### config.mk
export PLATFORM = sky130hd
export DESIGN_NAME = mdu_iter
export DESIGN_NICKNAME = d
export VERILOG_FILES = /design/src/rtl/mdu_iter.sv
export SDC_FILE = /design/constraint.sdc
export NUM_CORES = 1
export LEC_CHECK = 0
export ABC_AREA = 0
export BUFFER_PORTS_ARGS = -buffer_cell sky130_fd_sc_hd__buf_4
export CORE_UTILIZATION = 52
export DETAILED_ROUTE_END_ITERATION = 8
export MAX_ROUTING_LAYER = met4
export PLACE_DENSITY = 0.71
export SLEW_MARGIN = 0
export SYNTH_ARGS = -nofsm -noshare
export SYNTH_HDL_FRONTEND = slang
export SYNTH_SLANG_ARGS = --single-unit
### constraint.sdc
create_clock -name clk -period 8.55 [get_ports clk]
set_clock_uncertainty 0.2 [all_clocks]
set_input_delay 0 -clock clk [delete_from_list [all_inputs] [get_ports clk]]
set_output_delay 0 -clock clk [all_outputs]
set_load 0.03 [all_outputs]
### src/rtl/mdu_iter.sv
// Iterative multiply/divide unit owning HI/LO.
// One shift-add or restoring-divide step per cycle.
module mdu_iter #(
  parameter int WIDTH = 32,
  parameter int CNT_W = $clog2(WIDTH + 1)
) (
  input  logic             clk,
  input  logic             rst,
  input  logic             start,
  input  logic [2:0]       op,
  input  logic [WIDTH-1:0] a_i,
  input  logic [WIDTH-1:0] b_i,
  input  logic             cancel,
  output logic             busy,
  output logic             done,
  output logic [WIDTH-1:0] hi_o,
  output logic [WIDTH-1:0] lo_o
);

  localparam logic [2:0] OpMthi = 3'b100;
  localparam logic [2:0] OpMtlo = 3'b101;
  localparam logic [CNT_W-1:0] LastCnt =
    CNT_W'(WIDTH - 1);

  typedef enum logic [1:0] {
    Idle,
    Run,
    Fin
  } state_t;

  state_t           state;
  logic [CNT_W-1:0] cnt;
  logic             isDiv;
  logic             negQ;
  logic             negR;
  logic [WIDTH-1:0] acc;
  logic [WIDTH-1:0] lsr;
  logic [WIDTH-1:0] opd;

  logic             iterOp;
  logic             isSigned;
  logic             aNeg;
  logic             bNeg;
  logic             bZero;
  logic             accept;
  logic [WIDTH-1:0] aMag;
  logic [WIDTH-1:0] bMag;

  assign iterOp   = ~op[2];
  assign isSigned = ~op[0];
  assign aNeg     = iterOp & isSigned & a_i[WIDTH-1];
  assign bNeg     = iterOp & isSigned & b_i[WIDTH-1];
  assign aMag     = aNeg ? -a_i : a_i;
  assign bMag     = bNeg ? -b_i : b_i;
  assign bZero    = (b_i == '0);
  assign accept   = start & ~cancel & (state != Run);

  logic [WIDTH:0]   mulSum;
  logic [WIDTH:0]   divSh;
  logic [WIDTH-1:0] divDiff;
  logic             divGe;
  logic [WIDTH-1:0] accN;
  logic [WIDTH-1:0] lsrN;

  // acc:lsr is product high:low, or remainder:dividend/quotient
  always_comb begin
    mulSum  = {1'b0, acc}
            + (lsr[0] ? {1'b0, opd} : '0);
    divSh   = {acc, lsr[WIDTH-1]};
    divDiff = divSh[WIDTH-1:0] - opd;
    divGe   = divSh >= {1'b0, opd};
    if (isDiv) begin
      accN = divGe ? divDiff : divSh[WIDTH-1:0];
      lsrN = {lsr[WIDTH-2:0], divGe};
    end else begin
      accN = mulSum[WIDTH:1];
      lsrN = {mulSum[0], lsr[WIDTH-1:1]};
    end
  end

  logic [2*WIDTH-1:0] prodMag;
  logic [2*WIDTH-1:0] prod;
  logic [WIDTH-1:0]   quo;
  logic [WIDTH-1:0]   rem;
  logic [WIDTH-1:0]   resHi;
  logic [WIDTH-1:0]   resLo;

  assign prodMag = {accN, lsrN};
  assign prod    = negQ ? -prodMag : prodMag;
  assign quo     = negQ ? -lsrN : lsrN;
  assign rem     = negR ? -accN : accN;
  assign resHi   = isDiv ? rem : prod[2*WIDTH-1:WIDTH];
  assign resLo   = isDiv ? quo : prod[WIDTH-1:0];

  always_ff @(posedge clk or negedge rst) begin
    if (!rst) begin
      state <= Idle;
      cnt   <= '0;
      isDiv <= 1'b0;
      negQ  <= 1'b0;
      negR  <= 1'b0;
      acc   <= '0;
      lsr   <= '0;
      opd   <= '0;
      busy  <= 1'b0;
      done  <= 1'b0;
      hi_o  <= '0;
      lo_o  <= '0;
    end else begin
      done <= 1'b0;
      unique case (state)
        Run: begin
          if (cancel) begin
            state <= Idle;
            busy  <= 1'b0;
          end else begin
            acc <= accN;
            lsr <= lsrN;
            cnt <= cnt + 1'b1;
            if (cnt == LastCnt) begin
              hi_o  <= resHi;
              lo_o  <= resLo;
              state <= Fin;
              busy  <= 1'b0;
              done  <= 1'b1;
            end
          end
        end
        default: begin
          state <= Idle;
          if (accept) begin
            unique case (1'b1)
              iterOp: begin
                isDiv <= op[1];
                // x/0 yields all-ones quotient regardless of sign
                negQ  <= (aNeg ^ bNeg)
                       & ~(op[1] & bZero);
                negR  <= aNeg;
                acc   <= '0;
                lsr   <= aMag;
                opd   <= bMag;
                cnt   <= '0;
                state <= Run;
                busy  <= 1'b1;
              end
              op == OpMthi: hi_o <= a_i;
              op == OpMtlo: lo_o <= a_i;
              default: ;
            endcase
          end
        end
      endcase
    end
  end

endmodule

==> impl_metrics.json, run 1 <==
{
  "hold_violations": 0,
  "track_usage": 0.3756,
  "p_seq_frac": 0.220,
  "ios": 137,
  "p_per_area_nw_per_um2": 331.5,
  "p_sw_uw": 3183,
  "critPathKind": "register to register",
  "synth_ff_type": "dfrtp_1",
  "cap_viol_max_count": 0,
  "p_clk_frac": 0.131,
  "netlist_area_sq_um": 15330,
  "cp.required_ps": 8650,
  "htreeDepth": 4,
  "start_util": 0.5312,
  "wl_per_cell_microns": 21.48,
  "maxSlewHeadroom": 0.2011,
  "coreArea_sq_um": 28860,
  "yosysTopAreaCell": "dfrtp_1",
  "synth_seq_cells": 173,
  "syn_inst": 1998,
  "synth.area.top_cells": "dfrtp_1 (28%), nand2_1 (6.7%), o21ai_0 (6.0%)",
  "clkSinkCount": 173,
  "grt_pass1_vias": 15064,
  "vias": 16236,
  "min-delay-path-class": "input pin to register",
  "setup_viol": 0,
  "rsz0062_at_grt": "false",
  "cts-resized-gates": 0,
  "critPathMaxStageDelay_ps": 610,
  "io_buffers": 136,
  "synth_top_cell_area_share": 0.2824,
  "synth_nets": 2140,
  "p_comb_frac": 0.649,
  "setup_tns_ps": 0,
  "swShare": 0.5269,
  "netlist-cell-type-count": 93,
  "final_util": 0.6314,
  "fin_crit_sh": 0.7380,
  "antenna_found_initial": 2,
  "internal_power_uw": 2858,
  "die_h_microns": 173.7,
  "ant_nets": 0,
  "drtPass1Iterations": 6,
  "via_per_inst": 6.318,
  "synth_edf_count": 0,
  "nFillCells": 2609,
  "gp_congestion": 0.9739,
  "worst_path_most_repeated_cell": "o21ai_0",
  "critical_path_buf_inv_count": 0,
  "clk_pin_slew_ps": 80,
  "fp-row-count": 62,
  "die_w_microns": 173.7,
  "drive_gt1_frac": 0.1185,
  "slowest_stage": "nor4b_1",
  "grt_max_degree": 93,
  "worstSetupEndpointType": "register",
  "yosysSeqAreaShare": 0.2824,
  "grt_pass1_wl_microns": 85940,
  "crit_path_cell_trace": "ha_1, a21oi_1, o211ai_1, a221o_1, o21a_1, o31a_1, a21oi_1, ha_1, o21ai_0, or2_2, nor4b_1, nand2_1, or3_1, nand2_1, nand3_1, o21ai_0, xnor2_1, o21ai_0",
  "final_common_cell": "nand2_1",
  "multi_input_area_sq_um": 10340,
  "drc_errors": 0,
  "final_nets": 2314,
  "min_period_ps": 6310,
  "worst_slew_pin_slew_ps": 1194,
  "cts_buffer_depth": 2,
  "die-area_sq_um": 30170,
  "cp_max_fo": 11,
  "vdd_drop_max_mv": 0.1385,
  "layout_common_cells": "nand2_1 (272), nor2_1 (186), o21ai_0 (185)",
  "cts_root_buf": "clkbuf_16",
  "crit_arrival_ps": 6410,
  "clk_latency_ps": 460,
  "gr-total-overflow": 0,
  "post_cts_buffers": 0,
  "crit_family": "compound AO/OA/AOI/OAI gates",
  "async_flop_share": 1.000,
  "synthToLayoutAreaGrowth_pct": 18.87,
  "yosysWarningCount": 0,
  "slew_viol_final": 0,
  "drt_wl_total_microns": 55210,
  "fmax_ghz": 0.1585,
  "cts_buffers": 17,
  "power.leakage_uw": 0.007959,
  "first_iter_violations": 1711,
  "final-seq-area_sq_um": 4333,
  "status": "complete, no violations",
  "cp-start-kind": "register",
  "avgSynthCellArea_sq_um": 7.672,
  "cts_tree": "built",
  "hpwl_microns": 40550
}
final timing paths:
check / startpoint / end / slack [ps] / depth (start not counted)
worst min register to register: hi_o[6] / hi_o[6] / 290 / 2
worst max register to register: acc[11] / hi_o[22] / 2240 / 18
worst max-delay path: acc[11] / hi_o[22] / 2240 / 18
worst min-delay path: op[0] / lsr[31] / 110 / 5
min in group asynchronous: rst / lo_o[8] / 420 / 4
max in group asynchronous: rst / isDiv / 6120 / 5
cell type report:
class	instances	share of cell area
repair buffers	263	0.1235
clock buffers	19	0.02376
clock inverters	13	0.006935
multi-input cells	1649	0.5675
well taps	384	0.02637
diodes	1	0.0001373
inverters	68	0.01401
flip-flops and latches	173	0.2378
state kept, by name (all words and copies together), names as in the netlist:
signal	flops
acc	32
lo_o	32
isDiv	1
opd	32
hi_o	32
busy	1
negQ	1
lsr	32
state	2
cnt	6
done	1
negR	1
worst register-to-register path, cell delays in order (launching register included):
cell	delay, ps
dfrtp_1	430
ha_1	420
a21oi_1	260
o211ai_1	130
a221o_1	350
o21a_1	350
o31a_1	570
a21oi_1	290
ha_1	210
o21ai_0	130
or2_2	370
nor4b_1	610
nand2_1	400
or3_1	480
nand2_1	290
nand3_1	180
o21ai_0	260
xnor2_1	140
o21ai_0	80
metal layers:
layer | track usage | share of wire | up-vias
met2 | 0.5452 | 0.43 | 770
met4 | 0.1155 | 0.026 | 0
li1 | - | - | 7555
met3 | 0.05088 | 0.085 | 97
met1 | 0.5399 | 0.46 | 7814
met5 | - | 0 | -
power by group through the flow:
stage / Sequential, uW / Combinational (uW) / Clock [uW]
floorplan: 1410 / 2540 / 0
global placement: 1320 / 3730 / 0
detailed placement: 1330 / 3760 / 0
CTS: 1310 / 3830 / 794
global route: 1350 / 4230 / 821
finish: 1330 / 3920 / 794
cells in the mapped netlist, types with 16 or more instances:
cell type / n
o31ai_1: 26
nor4_1: 17
inv_1: 68
nand4_1: 21
clkbuf_1: 85
nand2_1: 274
xor2_1: 72
a31oi_1: 40
a21oi_1: 164
nand3_1: 40
o21ai_0: 185
nor2_1: 186
ha_1: 69
and2_1: 50
xnor2_1: 75
a211oi_1: 16
mux2i_1: 36
dfrtp_1: 173
nor3_1: 59
o21a_1: 17
mux2_2: 18
a21o_1: 24
through the flow:
stage	worst slack (ps)	cells	hold slack, ps	total power, uW	cell area (sq um)
2_1_floorplan	3729	1998	-495.6	3948	15330
3_3_place_gp	2775	2433	-164.9	5052	16610
3_5_place_dp	2522	2433	-166.4	5092	16610
4_1_cts	2491	2568	107.8	5940	18210
5_1_grt	2009	2570	174.6	6406	18220
6_report	2240	2570	111.6	6041	18220
cell families after synthesis:
group,synth area share
buffers and inverters,0.04604
and+or+nand+nor,0.2326
xor gates and xnor gates,0.08399
AOI/OAI and AO/OA,0.2593
muxes,0.03673
adders and majority gates,0.05893
DFF,0.2824
timing repair:
item,CTS,global route
endpoints found under the hold margin,200,0
setup endpoints to repair,0,0
hold buffers,103,0
Note: power is estimated with default switching activity, not from simulation.
==> run 2, diff against run 1 <==
==> constraint.sdc (replaced) <==
create_clock -name clk -period 6.2 [get_ports clk]
set_clock_uncertainty 0.2 [all_clocks]
set_input_delay 0 -clock clk [delete_from_list [all_inputs] [get_ports clk]]
set_output_delay 0 -clock clk [all_outputs]
set_load 0.03 [all_outputs]
==> impl_metrics.json, run 2 (same netlist as run 1, synthesis figures left out) <==
{
  "p_sw_uw": 4490,
  "die_h_microns": 173.7,
  "hpwl_microns": 41860,
  "grt_pass1_wl_microns": 88720,
  "vdd_drop_max_mv": 0.2921,
  "cp.required_ps": 6300,
  "start_util": 0.5312,
  "p_comb_frac": 0.646,
  "maxSlewHeadroom": 0.2448,
  "via_per_inst": 6.319,
  "clk_pin_slew_ps": 80,
  "cp-start-kind": "register",
  "gr-total-overflow": 0,
  "cp_max_fo": 9,
  "setup_tns_ps": 0,
  "cts_buffer_depth": 2,
  "fp-row-count": 62,
  "hold_violations": 0,
  "track_usage": 0.3889,
  "drtPass1Iterations": 8,
  "fin_crit_sh": 0.8791,
  "min-delay-path-class": "input pin to register",
  "critPathKind": "register to register",
  "fin_area_sq_um": 18380,
  "status": "complete, no violations",
  "cts-resized-gates": 0,
  "setup_viol": 0,
  "cts_root_buf": "clkbuf_16",
  "coreArea_sq_um": 28860,
  "post_cts_buffers": 0,
  "min_period_ps": 5451,
  "antenna_found_initial": 1,
  "slew_viol_final": 0,
  "first_iter_violations": 1847,
  "grt_pass1_vias": 15310,
  "p_per_area_nw_per_um2": 467.0,
  "ios": 137,
  "gp_congestion": 1.006,
  "final_common_cell": "nand2_1",
  "cap_viol_max_count": 0,
  "wl_per_cell_microns": 21.90,
  "die_w_microns": 173.7,
  "p_seq_frac": 0.218,
  "antenna_cells": 0,
  "worstSetupEndpointType": "register",
  "power.leakage_uw": 0.008079,
  "ant_nets": 0,
  "htreeDepth": 4,
  "layout_common_cells": "nand2_1 (272), nor2_1 (186), o21ai_0 (185)",
  "worst_hold_slack_ps": 144.6,
  "internal_power_uw": 4096,
  "drc_errors": 0,
  "cts_tree": "built",
  "clkSinkCount": 173,
  "p_clk_frac": 0.136,
  "clk_latency_ps": 460,
  "crit_arrival_ps": 5550,
  "dpl_cell_area_sq_um": 16790,
  "io_buffers": 136,
  "die-area_sq_um": 30170,
  "swShare": 0.5229,
  "final_nets": 2331,
  "crit_path_cell_trace": "inv_1, ha_1, nand4_1, nor4_1, nand2_1, o41ai_4, or4_1, nor3b_1, ha_1, inv_1, or3_1, nor4_4, o211ai_2, o31ai_1, xor2_1, o21ai_0",
  "drt_wl_total_microns": 56640,
  "drive_gt1_frac": 0.1290,
  "rsz0062_at_grt": "false",
  "worst_slew_pin_slew_ps": 1133,
  "fmax_ghz": 0.1835,
  "critPathMaxStageDelay_ps": 620,
  "slowest_stage": "nor3b_1",
  "synthToLayoutAreaGrowth_pct": 19.93,
  "grt_max_degree": 94,
  "cts_buffers": 17,
  "total_power_uw": 8586,
  "vias": 16340
}
run 2: cell types whose count changed in the layout (fill, tap and decap cells not counted), sizes merged:
cell	change
buf	+23
bufinv	+1
clkbuf	-1
clkinv	+3
clkinvlp	-3
diode	-1
dlygate4sd3	-6
run 2: worst paths after layout:
kind / startpoint / end / slack [ps] / depth (start not counted)
worst max-delay path: opd[3] / hi_o[30] / 750 / 16
worst min-delay path: op[0] / lsr[31] / 140 / 5
worst max register to register: opd[3] / hi_o[30] / 750 / 16
worst min register to register: hi_o[1] / hi_o[1] / 280 / 2
max in group asynchronous: rst / acc[19] / 4440 / 4
min in group asynchronous: rst / lo_o[9] / 450 / 4
run 2: layer usage:
layer  GRT usage  wire length [microns]  vias up
met3     0.05833                   4922       81
met2      0.5639                  24330      815
met5           -                      0        -
li1            -                      -     7589
met4     0.09722                   1193        0
met1      0.5644                  26200     7855
run 2: critical path, delay by kind of cell, from the launching register on:
kind	cells	cell delay (ps)
adders and majority gates	2	760
xor gates and xnor gates	1	200
buffers and inverters	2	140
AOI/OAI and AO/OA	4	1170
DFF	1	530
and+or+nand+nor	7	2290
run 2: timing repair:
action | 4_1_cts | 5_1_grt
endpoints found under the setup margin | 0 | 0
endpoints found under the hold margin | 199 | 0
hold buffers | 97 | 0
run 2: metrics by stage:
step | worst slack (ps) | utilization | cells
floorplan | 1379 | - | 1998
detailed placement | 880.6 | 0.5817 | 2457
global placement | 987.4 | 0.5817 | 2457
global route | 358.4 | 0.6371 | 2586
finish | 749.3 | 0.6371 | 2586
CTS | 818.5 | 0.6371 | 2586
run 2: final cells by class:
type,instances,area (sq um)
Tap cell,384,480.5
Sequential cell,173,4333
Multi-Input combinational cell,1649,10340
Inverter,68,255.2
Fill cell,2621,10470
Timing Repair Buffer,280,2366
Clock buffer,18,439.2
Clock inverter,14,170.2
run 2: power groups by stage:
stage	Sequential [uW]	Clock, uW	Combinational (uW)
detailed placement	1870	0	5320
global placement	1860	0	5300
floorplan	1940	0	3510
global route	1910	1210	5990
finish	1870	1170	5550
CTS	1850	1170	5410
